--- config.mk ---
export PLATFORM = sky130hd
export DESIGN_NAME = ex_ls_pipe_reg
export DESIGN_NICKNAME = d
export VERILOG_FILES = /design/src/rtl/ex_ls_pipe_reg_pkg.sv /design/src/rtl/ex_ls_slot.sv /design/src/rtl/ex_ls_pipe_reg.sv
export SDC_FILE = /design/constraint.sdc
export NUM_CORES = 1
export LEC_CHECK = 0
export CAP_MARGIN = 30
export CORE_MARGIN = 10
export CORE_UTILIZATION = 50
export DETAILED_ROUTE_END_ITERATION = 6
export PLACE_DENSITY = 0.79
export RECOVER_POWER = 50
export SETUP_SLACK_MARGIN = 0.05
export SYNTH_ARGS = -nofsm -noshare
export SYNTH_HDL_FRONTEND = slang
export SYNTH_HIERARCHICAL = 1
export SYNTH_SLANG_ARGS = --single-unit
--- constraint.sdc ---
create_clock -name clk -period 5.1 [get_ports clk]
set_input_delay 0.765 -clock clk [delete_from_list [all_inputs] [get_ports clk]]
set_output_delay 0.765 -clock clk [all_outputs]
set_load 0.05 [all_outputs]
--- src/rtl/ex_ls_pipe_reg_pkg.sv ---
// Shared widths, control-code constants and FSM state encodings for the
// EX -> load/store pipeline register.
package ex_ls_pipe_reg_pkg;

   localparam int DEF_DATA_W = 64;
   localparam int DEF_CTL_W  = 4;
   localparam int DEF_RD_W   = 5;

   localparam logic [DEF_CTL_W-1:0] LS_CTL_NONE = 4'b0000;
   localparam int                   LS_LOAD_BIT = 3;

   // Encoding is {main_v, skid_v}; 2'b01 is unreachable.
   typedef enum logic [1:0] {
      ST_EMPTY = 2'b00,
      ST_ONE   = 2'b10,
      ST_FULL  = 2'b11
   } state_e;

endpackage

--- src/rtl/ex_ls_slot.sv ---
// Payload register with load enable and asynchronous active-low clear; one
// instance per skid-buffer entry.
module ex_ls_slot #(
   parameter int W = 8
) (
   input  logic         clk,
   input  logic         rst,
   input  logic         i_load,
   input  logic [W-1:0] i_d,
   output logic [W-1:0] o_q
);

   logic [W-1:0] r_q;

   // NOTE: payload is cleared on reset so every ls_* output reads zero while
   // reset is asserted; the enable keeps an idle EX bus from ever loading X.
   always_ff @(posedge clk or negedge rst) begin
      if (!rst) begin
         r_q <= '0;
      end else if (i_load) begin
         r_q <= i_d;
      end
   end

   assign o_q = r_q;

endmodule

--- src/rtl/ex_ls_pipe_reg.sv ---
// EX -> load/store pipeline register built as a two-entry skid buffer so that
// ex_ready depends only on local state, never on ls_ready.
module ex_ls_pipe_reg
   import ex_ls_pipe_reg_pkg::*;
#(
   parameter int DATA_W = DEF_DATA_W,
   parameter int CTL_W  = DEF_CTL_W,
   parameter int RD_W   = DEF_RD_W
) (
   input  logic              clk,
   input  logic              rst,
   input  logic              flush,
   input  logic              ex_valid,
   output logic              ex_ready,
   input  logic [DATA_W-1:0] ex_alu_res,
   input  logic [DATA_W-1:0] ex_store_data,
   input  logic [CTL_W-1:0]  ex_ls_ctl,
   input  logic [RD_W-1:0]   ex_rd,
   input  logic              ex_rd_we,
   input  logic [DATA_W-1:0] ex_pc,
   output logic              ls_valid,
   input  logic              ls_ready,
   output logic [DATA_W-1:0] ls_alu_res,
   output logic [DATA_W-1:0] ls_store_data,
   output logic [CTL_W-1:0]  ls_ls_ctl,
   output logic [RD_W-1:0]   ls_rd,
   output logic              ls_rd_we,
   output logic [DATA_W-1:0] ls_pc,
   output logic              ls_is_load
);

   localparam int PL_W = 3 * DATA_W + CTL_W + RD_W + 1;

   state_e            r_state;
   state_e            w_state_nxt;
   logic              w_main_v;
   logic              w_skid_v;
   logic              w_acc;
   logic              w_pop;
   logic              w_main_ld;
   logic              w_main_from_skid;
   logic              w_skid_ld;
   logic [PL_W-1:0]   w_ex_pl;
   logic [PL_W-1:0]   w_main_d;
   logic [PL_W-1:0]   w_main_q;
   logic [PL_W-1:0]   w_skid_q;

   logic [DATA_W-1:0] w_alu_res;
   logic [DATA_W-1:0] w_store_data;
   logic [CTL_W-1:0]  w_ls_ctl;
   logic [RD_W-1:0]   w_rd;
   logic              w_rd_we;
   logic [DATA_W-1:0] w_pc;

   assign w_main_v = (r_state == ST_ONE) || (r_state == ST_FULL);
   assign w_skid_v = (r_state == ST_FULL);

   assign ex_ready = ~w_skid_v;
   assign ls_valid = w_main_v;
   assign w_acc    = ex_valid & ex_ready;
   assign w_pop    = w_main_v & ls_ready;

   // NOTE: state register uses non-blocking assignment; next-state logic is
   // computed separately in always_comb.
   always_ff @(posedge clk or negedge rst) begin
      if (!rst) begin
         r_state <= ST_EMPTY;
      end else begin
         r_state <= w_state_nxt;
      end
   end

   // NOTE: every output of this block gets a default first, so no path can
   // leave one unassigned and infer a latch.
   always_comb begin
      w_state_nxt      = r_state;
      w_main_ld        = 1'b0;
      w_main_from_skid = 1'b0;
      w_skid_ld        = 1'b0;
      if (flush) begin
         w_state_nxt = ST_EMPTY;
      end else begin
         unique case (r_state)
            ST_EMPTY: begin
               if (w_acc) begin
                  w_state_nxt = ST_ONE;
                  w_main_ld   = 1'b1;
               end
            end
            ST_ONE: begin
               if (w_acc && w_pop) begin
                  w_main_ld = 1'b1;
               end else if (w_acc) begin
                  w_state_nxt = ST_FULL;
                  w_skid_ld   = 1'b1;
               end else if (w_pop) begin
                  w_state_nxt = ST_EMPTY;
               end
            end
            ST_FULL: begin
               // ex_ready is low here, so only the skid-to-main shift can happen.
               if (w_pop) begin
                  w_state_nxt      = ST_ONE;
                  w_main_ld        = 1'b1;
                  w_main_from_skid = 1'b1;
               end
            end
            default: w_state_nxt = ST_EMPTY;
         endcase
      end
   end

   assign w_ex_pl  = {ex_alu_res, ex_store_data, ex_ls_ctl, ex_rd, ex_rd_we, ex_pc};
   assign w_main_d = w_main_from_skid ? w_skid_q : w_ex_pl;

   ex_ls_slot #(.W(PL_W)) u_main (
      .clk    (clk),
      .rst    (rst),
      .i_load (w_main_ld),
      .i_d    (w_main_d),
      .o_q    (w_main_q)
   );

   ex_ls_slot #(.W(PL_W)) u_skid (
      .clk    (clk),
      .rst    (rst),
      .i_load (w_skid_ld),
      .i_d    (w_ex_pl),
      .o_q    (w_skid_q)
   );

   assign {w_alu_res, w_store_data, w_ls_ctl, w_rd, w_rd_we, w_pc} = w_main_q;

   // Stale payload may survive a flush; mask the fields that trigger side effects.
   assign ls_alu_res    = w_alu_res;
   assign ls_store_data = w_store_data;
   assign ls_ls_ctl     = w_main_v ? w_ls_ctl : CTL_W'(LS_CTL_NONE);
   assign ls_rd         = w_rd;
   assign ls_rd_we      = w_main_v & w_rd_we;
   assign ls_pc         = w_pc;
   assign ls_is_load    = w_main_v & w_ls_ctl[LS_LOAD_BIT];

endmodule
* Yosys cells after proc, flatten, opt, wreduce, memory -nomap -nowiden *
Cells that the tools add are included.

word-level totals
  memories = 0
  latch bits = 0
  output and inout port bits = 205
  logic and storage cells = 37
  bits in writable memories = 0
  bits in read-only memories = 0
  register bits = 406

cells by class
  order comparisons = 0
  reductions and logical operators = 4
  multiply operators = 0
  add/subtract/negate cells = 0
  div/mod/pow operators = 0
  shift-type cells = 0
  equal/unequal tests = 6
  bitwise logic cells = 5
  multiplexer cells = 19

operator list
  kind                                                             number
  202-bit two-way mux                                              1
  2-bit two-way mux                                                6
  1-bit two-way mux                                                9
  3-bit != test, second input constant                             2
  2-bit case mux with 3 select lines                               1
  1-bit AND                                                        4
  2-bit == test, second input constant                             2
  4-bit two-way mux                                                1
  4-bit != test, second input constant                             1
  4-bit AND reduction                                              1
  3-bit by 2-bit != test with 1-bit output, second input constant  1
  1-bit case mux with 3 select lines                               1
  2-bit logical NOT                                                1
  1-bit logical AND                                                1
  1-bit logical OR                                                 1
  1-bit NOT                                                        1

* Longest topological paths before layout *
  depth in word-level cells = 8
  gate-level depth with buffers = 9

* Hierarchy *
The synthesis kept the hierarchy.

by module, submodules not included
  module          seq. area each (um2)  cells each  area each (um2)  instances
  ex_ls_slot      5,054.8               426         7,557.2          2
  ex_ls_pipe_reg  50.0                  261         3,603.5          1

* Worst setup path before layout *
Ideal clock, no wire load.

  path type = register to output
  start = register r_state[0]
  end = output port ls_ls_ctl[3]
  data arrival time = 2,135 ps
  slack = 2,200 ps
  required time = 4,335 ps
  stages on the path, launching flop included = 7
  path through = dfrtp_1 > inv_1 > ha_1 > or2_2 > clkbuf_1 > and2_1 > buf_4

between the ends
  word-level cells in the longest chain between the ends = 3
  elaborated cells between the ends (all ways) = 4
  classes of those cells = eq/ne: 2; mux: 1; reduce/logical: 1

RTL lines
  element                 RTL line               RTL
  from (decl)             ex_ls_pipe_reg.sv:34   state_e r_state;
  from (signal assigned)  ex_ls_pipe_reg.sv:69   r_state <= w_state_nxt;
  2-bit == test           ex_ls_pipe_reg.sv:55   assign w_main_v = (r_state == ST_ONE) || (r_state == ST_FULL);
  1-bit logical OR *      ex_ls_pipe_reg.sv:55
  named net ls_valid      ex_ls_pipe_reg.sv:21   output logic ls_valid,
  4-bit two-way mux *     ex_ls_pipe_reg.sv:137  assign ls_ls_ctl = w_main_v ? w_ls_ctl : CTL_W'(LS_CTL_NONE);
  to (decl)               ex_ls_pipe_reg.sv:25   output logic [CTL_W-1:0] ls_ls_ctl,

Mark *: on every way through the listed nets, which the timed path passes. The rest lies on a longest branch.

* Worst setup path after layout *
  start = register r_state[0]
  end = register u_skid.r_q[201], in the netlist u_skid/o_q[201]

between the ends
  word-level cells in the longest chain between the ends = 7
  elaborated cells between the ends (all ways) = 11
  classes of those cells = eq/ne: 2; mux: 4; bitwise: 3; reduce/logical: 2

RTL lines
  element                                                 RTL line                                                          RTL
  2-bit == test, on equally long branches                 ex_ls_pipe_reg.sv:55, ex_ls_pipe_reg.sv:56, ex_ls_pipe_reg.sv:83
  1-bit NOT or 1-bit logical OR (tied branches)           ex_ls_pipe_reg.sv:58, ex_ls_pipe_reg.sv:55
  1-bit AND, on equally long branches                     ex_ls_pipe_reg.sv:60, ex_ls_pipe_reg.sv:61
  1-bit two-way mux or 1-bit logical AND (tied branches)  ex_ls_pipe_reg.sv:93, ex_ls_pipe_reg.sv:91
  1-bit two-way mux                                       ex_ls_pipe_reg.sv:91                                              if (w_acc && w_pop) begin
  1-bit two-way mux *                                     ex_ls_pipe_reg.sv:83                                              unique case (r_state)
  1-bit two-way mux *                                     ex_ls_pipe_reg.sv:80                                              if (flush) begin
  named net w_skid_ld                                     ex_ls_pipe_reg.sv:42                                              logic w_skid_ld;
  to (signal assigned)                                    ex_ls_slot.sv:21                                                  r_q <= i_d;
  to (decl)                                               ex_ls_slot.sv:13                                                  logic [W-1:0] r_q;

Marks and branches as above.
A chain may end at the register's enable or synchronous reset.

==> flow_summary_export.csv <==
group,metric,value,unit
synth,synth_mux_area_frac,0.402,
routing,routed_via_density,5.33,
sta,rsz0062_at_grt,"false",
die,start_util,0.509,
routing,drc,0,
clock_tree,clock_sinks,406,
power_and_ir_drop,p_seq_frac,0.352,
die,die_x,213,µm
worst_setup_path,endpoint_kind,"flop",
hold_path,hold_class,"flop to flop",
sta,period_share,0.809,
clock_tree,cts_hold_buf,0,
worst_setup_path,critPathMaxFanout,96,
synth,synth_top_family_by_area,"multiplexers",
clock_tree,clk_path_buf_depth,3,
outcome,run_status,"finished with violations",
die,fp-row-count,70,
global_routing,antenna_found_initial,15,
clock_tree,cts-root-buf,"clkbuf_16",
sta,setup_viol,0,
synth,synth-seq-cells,406,
worst_setup_path,reg2reg_slack,0.97,ns
worst_setup_path,rr_worst_depth,6,
die,core,36800,µm²
worst_setup_path,cp-start-kind,"flop",
clock_tree,cts_max_level,2,
worst_setup_path,cp.required,5.53,ns
worst_setup_path,cp.arrival,4.56,ns
die,die-area,45600,µm²
sta,slew_violations,234,
power_and_ir_drop,p_int,9.84,mW
power_and_ir_drop,vdd_drop_max,0.451,mV
synth,async_reset_ff_frac,1.00,
power_and_ir_drop,p_sw_frac,0.399,
sta,hold_viol,0,
routing,firstDrtPassIters,4,
hold_path,min-delay-start,"u_main/o_q[195]",
synth,synth_xor_area_frac,0,
synth,synth_compound_area_frac,0.00207,
synth,yosysSeqAreaShare,0.543,
die,die_y,213,µm
global_routing,grt-ovfl-total,0,
routing,dr_total_vias,10700,
synth,syn_nets,1324,
clock_tree,cts_tree,"yes",
layout,final_common_cell,"mux2_2",
clock_tree,cts_setup_buffers,0,
outcome,failed_checks,"capacitance limit, slew limit",
layout,areaGrowthSynthToFinish,29.2,%
synth,synth_area_per_cell,16.8,µm²
routing,avgRoutedWirePerCell,22.1,µm
synth,syn-cell-area,18700,µm²
sta,max_freq,0.242,GHz
synth,synth_edf_count,0,
sta,min_period,4.13,ns
synth,synthAdderAreaFrac,0.00267,
sta,worst_pin_slew,3.09,ns
worst_setup_path,r2r-end,"u_skid/o_q[201]",
routing,drtAntennaViolNets,0,
clock_tree,cts_resized,0,
routing,drt_iter0_markers,515,
hold_path,hold_depth,1,
synth,yosys.area_share.simple,0.00475,
global_routing,grt_max_degree,123,
placement,pre_cts_ws,1.58,ns
layout,nets,1723,
power_and_ir_drop,power_frac_clock,0.192,
routing,wl,44400,µm
run,maxCapViolCount,3,
global_routing,grt_pass1_vias,11500,
placement,gp_congestion,0.773,
synth,ys_types,25,
power_and_ir_drop,p_sw,6.54,mW
synth,yosys_warnings,6,
clock_tree,path_clk_slew,0.06,ns
global_routing,grt_pass1_wl,67300,µm
worst_setup_path,crit_type,"flop to flop",
sta,setup_ws,0.974,ns
worst_setup_path,rr_startpoint,"r_state[0]",
sta,holdWs,0.497,ns
clock_tree,cts-buffers-inserted,44,
synth,synthFlopType,"dfrtp_1",
synth,synth_cells,1113,
layout,layout_common_cells,"mux2_2, dfrtp_1, clkdlybuf4s50_1",
sta,clock_skew,0.00706,ns
layout,layout-drive-gt1-share,0.447,
die,io_pins,412,
power_and_ir_drop,cellPowerDensity,677,nW/µm²
sta,setup_tns,0,ns
power_and_ir_drop,p_leak,10.7,nW
power_and_ir_drop,combPwrFrac,0.456,
hold_path,min_to,"u_main/o_q[195]",
placement,io_buffers,411,
sta,max_slew_margin,-1.06,
clock_tree,clk_latency,0.55,ns
layout,final_core_util,0.657,
global_routing,track_usage,0.190,
placement,hpwl,30600,µm
==> logic make-up after synthesis <==
logic type | count (synthesis)
AOI/OAI and AO/OA | 7
adders and majority gates | 4
buffers and inverters | 73
DFF | 406
muxes | 608
and+or+nand+nor | 15
==> flip-flops by register name, indices dropped and copies added, names as in the netlist <==
name	count
u_skid/o_q	202
u_main/o_q	202
r_state	2
==> metrics by stage <==
step	area [µm²]	instances	power (mW)
6_report	24200	2011	16.4
5_1_grt	24200	2008	17.1
4_1_cts	24200	2006	16.7
3_5_place_dp	22800	1934	13.4
3_3_place_gp	22800	1934	13.2
2_1_floorplan	18700	1113	10.8
==> per-layer routing <==
metal,part of all wire,GRT usage,routed length [µm],up-vias
met5,0.0027,0,118,-
met4,0.020,0.0582,885,18
met3,0.094,0.0742,4160,67
met2,0.47,0.299,20900,321
met1,0.41,0.238,18400,5521
li1,-,-,-,4799
==> synthesized netlist by cell type (2+ instances only) <==
master | count | share of area
buf_2 | 6 | 0.0016
inv_2 | 2 | 0.00040
mux2_4 | 180 | 0.14
buf_6 | 37 | 0.022
dfrtp_1 | 406 | 0.54
or2_2 | 2 | 0.00067
inv_1 | 2 | 0.00040
nor2_1 | 2 | 0.00040
a21oi_1 | 4 | 0.0011
mux2_2 | 428 | 0.26
ha_1 | 4 | 0.0027
and2_1 | 5 | 0.0017
buf_12 | 11 | 0.012
buf_8 | 9 | 0.0072
buf_4 | 5 | 0.0020
==> layout make-up <==
cell class | instances | area [µm²]
Tap cell | 468 | 586
Inverter | 4 | 15.0
Timing Repair Buffer | 422 | 4290
Clock inverter | 8 | 124
Fill cell | 2614 | 12600
Multi-Input combinational cell | 634 | 7700
Antenna cell | 5 | 12.5
Sequential cell | 406 | 10200
Clock buffer | 64 | 1300
==> power groups by stage <==
stage	Clock (mW)	Combinational (mW)	Sequential, mW
final	3.14	7.47	5.77
after global routing	3.37	7.80	5.97
after CTS	3.23	7.63	5.80
after detailed placement	0	7.60	5.83
after global placement	0	7.48	5.74
after floorplan	0	2.38	8.41
==> worst max-delay path by stage <==
stage	startpoint	end	slack [ns]	cells past startpoint
finish	r_state[0]	u_skid/o_q[201]	0.97	6
global route	r_state[0]	u_main/o_q[146]	0.82	6
CTS	r_state[0]	ls_rd_we	1.63	5
detailed placement	ls_ready	u_main/o_q[132]	1.58	6
global placement	ls_ready	u_main/o_q[201]	1.60	6
floorplan	r_state[0]	ls_ls_ctl[3]	2.20	6
==> critical path, stage by stage, from the launching register on <==
cell and delay, ns:
dfrtp_1 0.40, inv_1 0.09, ha_1 0.27, or2_0 0.41, a21oi_1 1.80, buf_12 0.47, mux2_2 0.41
Power figures use the tool's default switching activity.
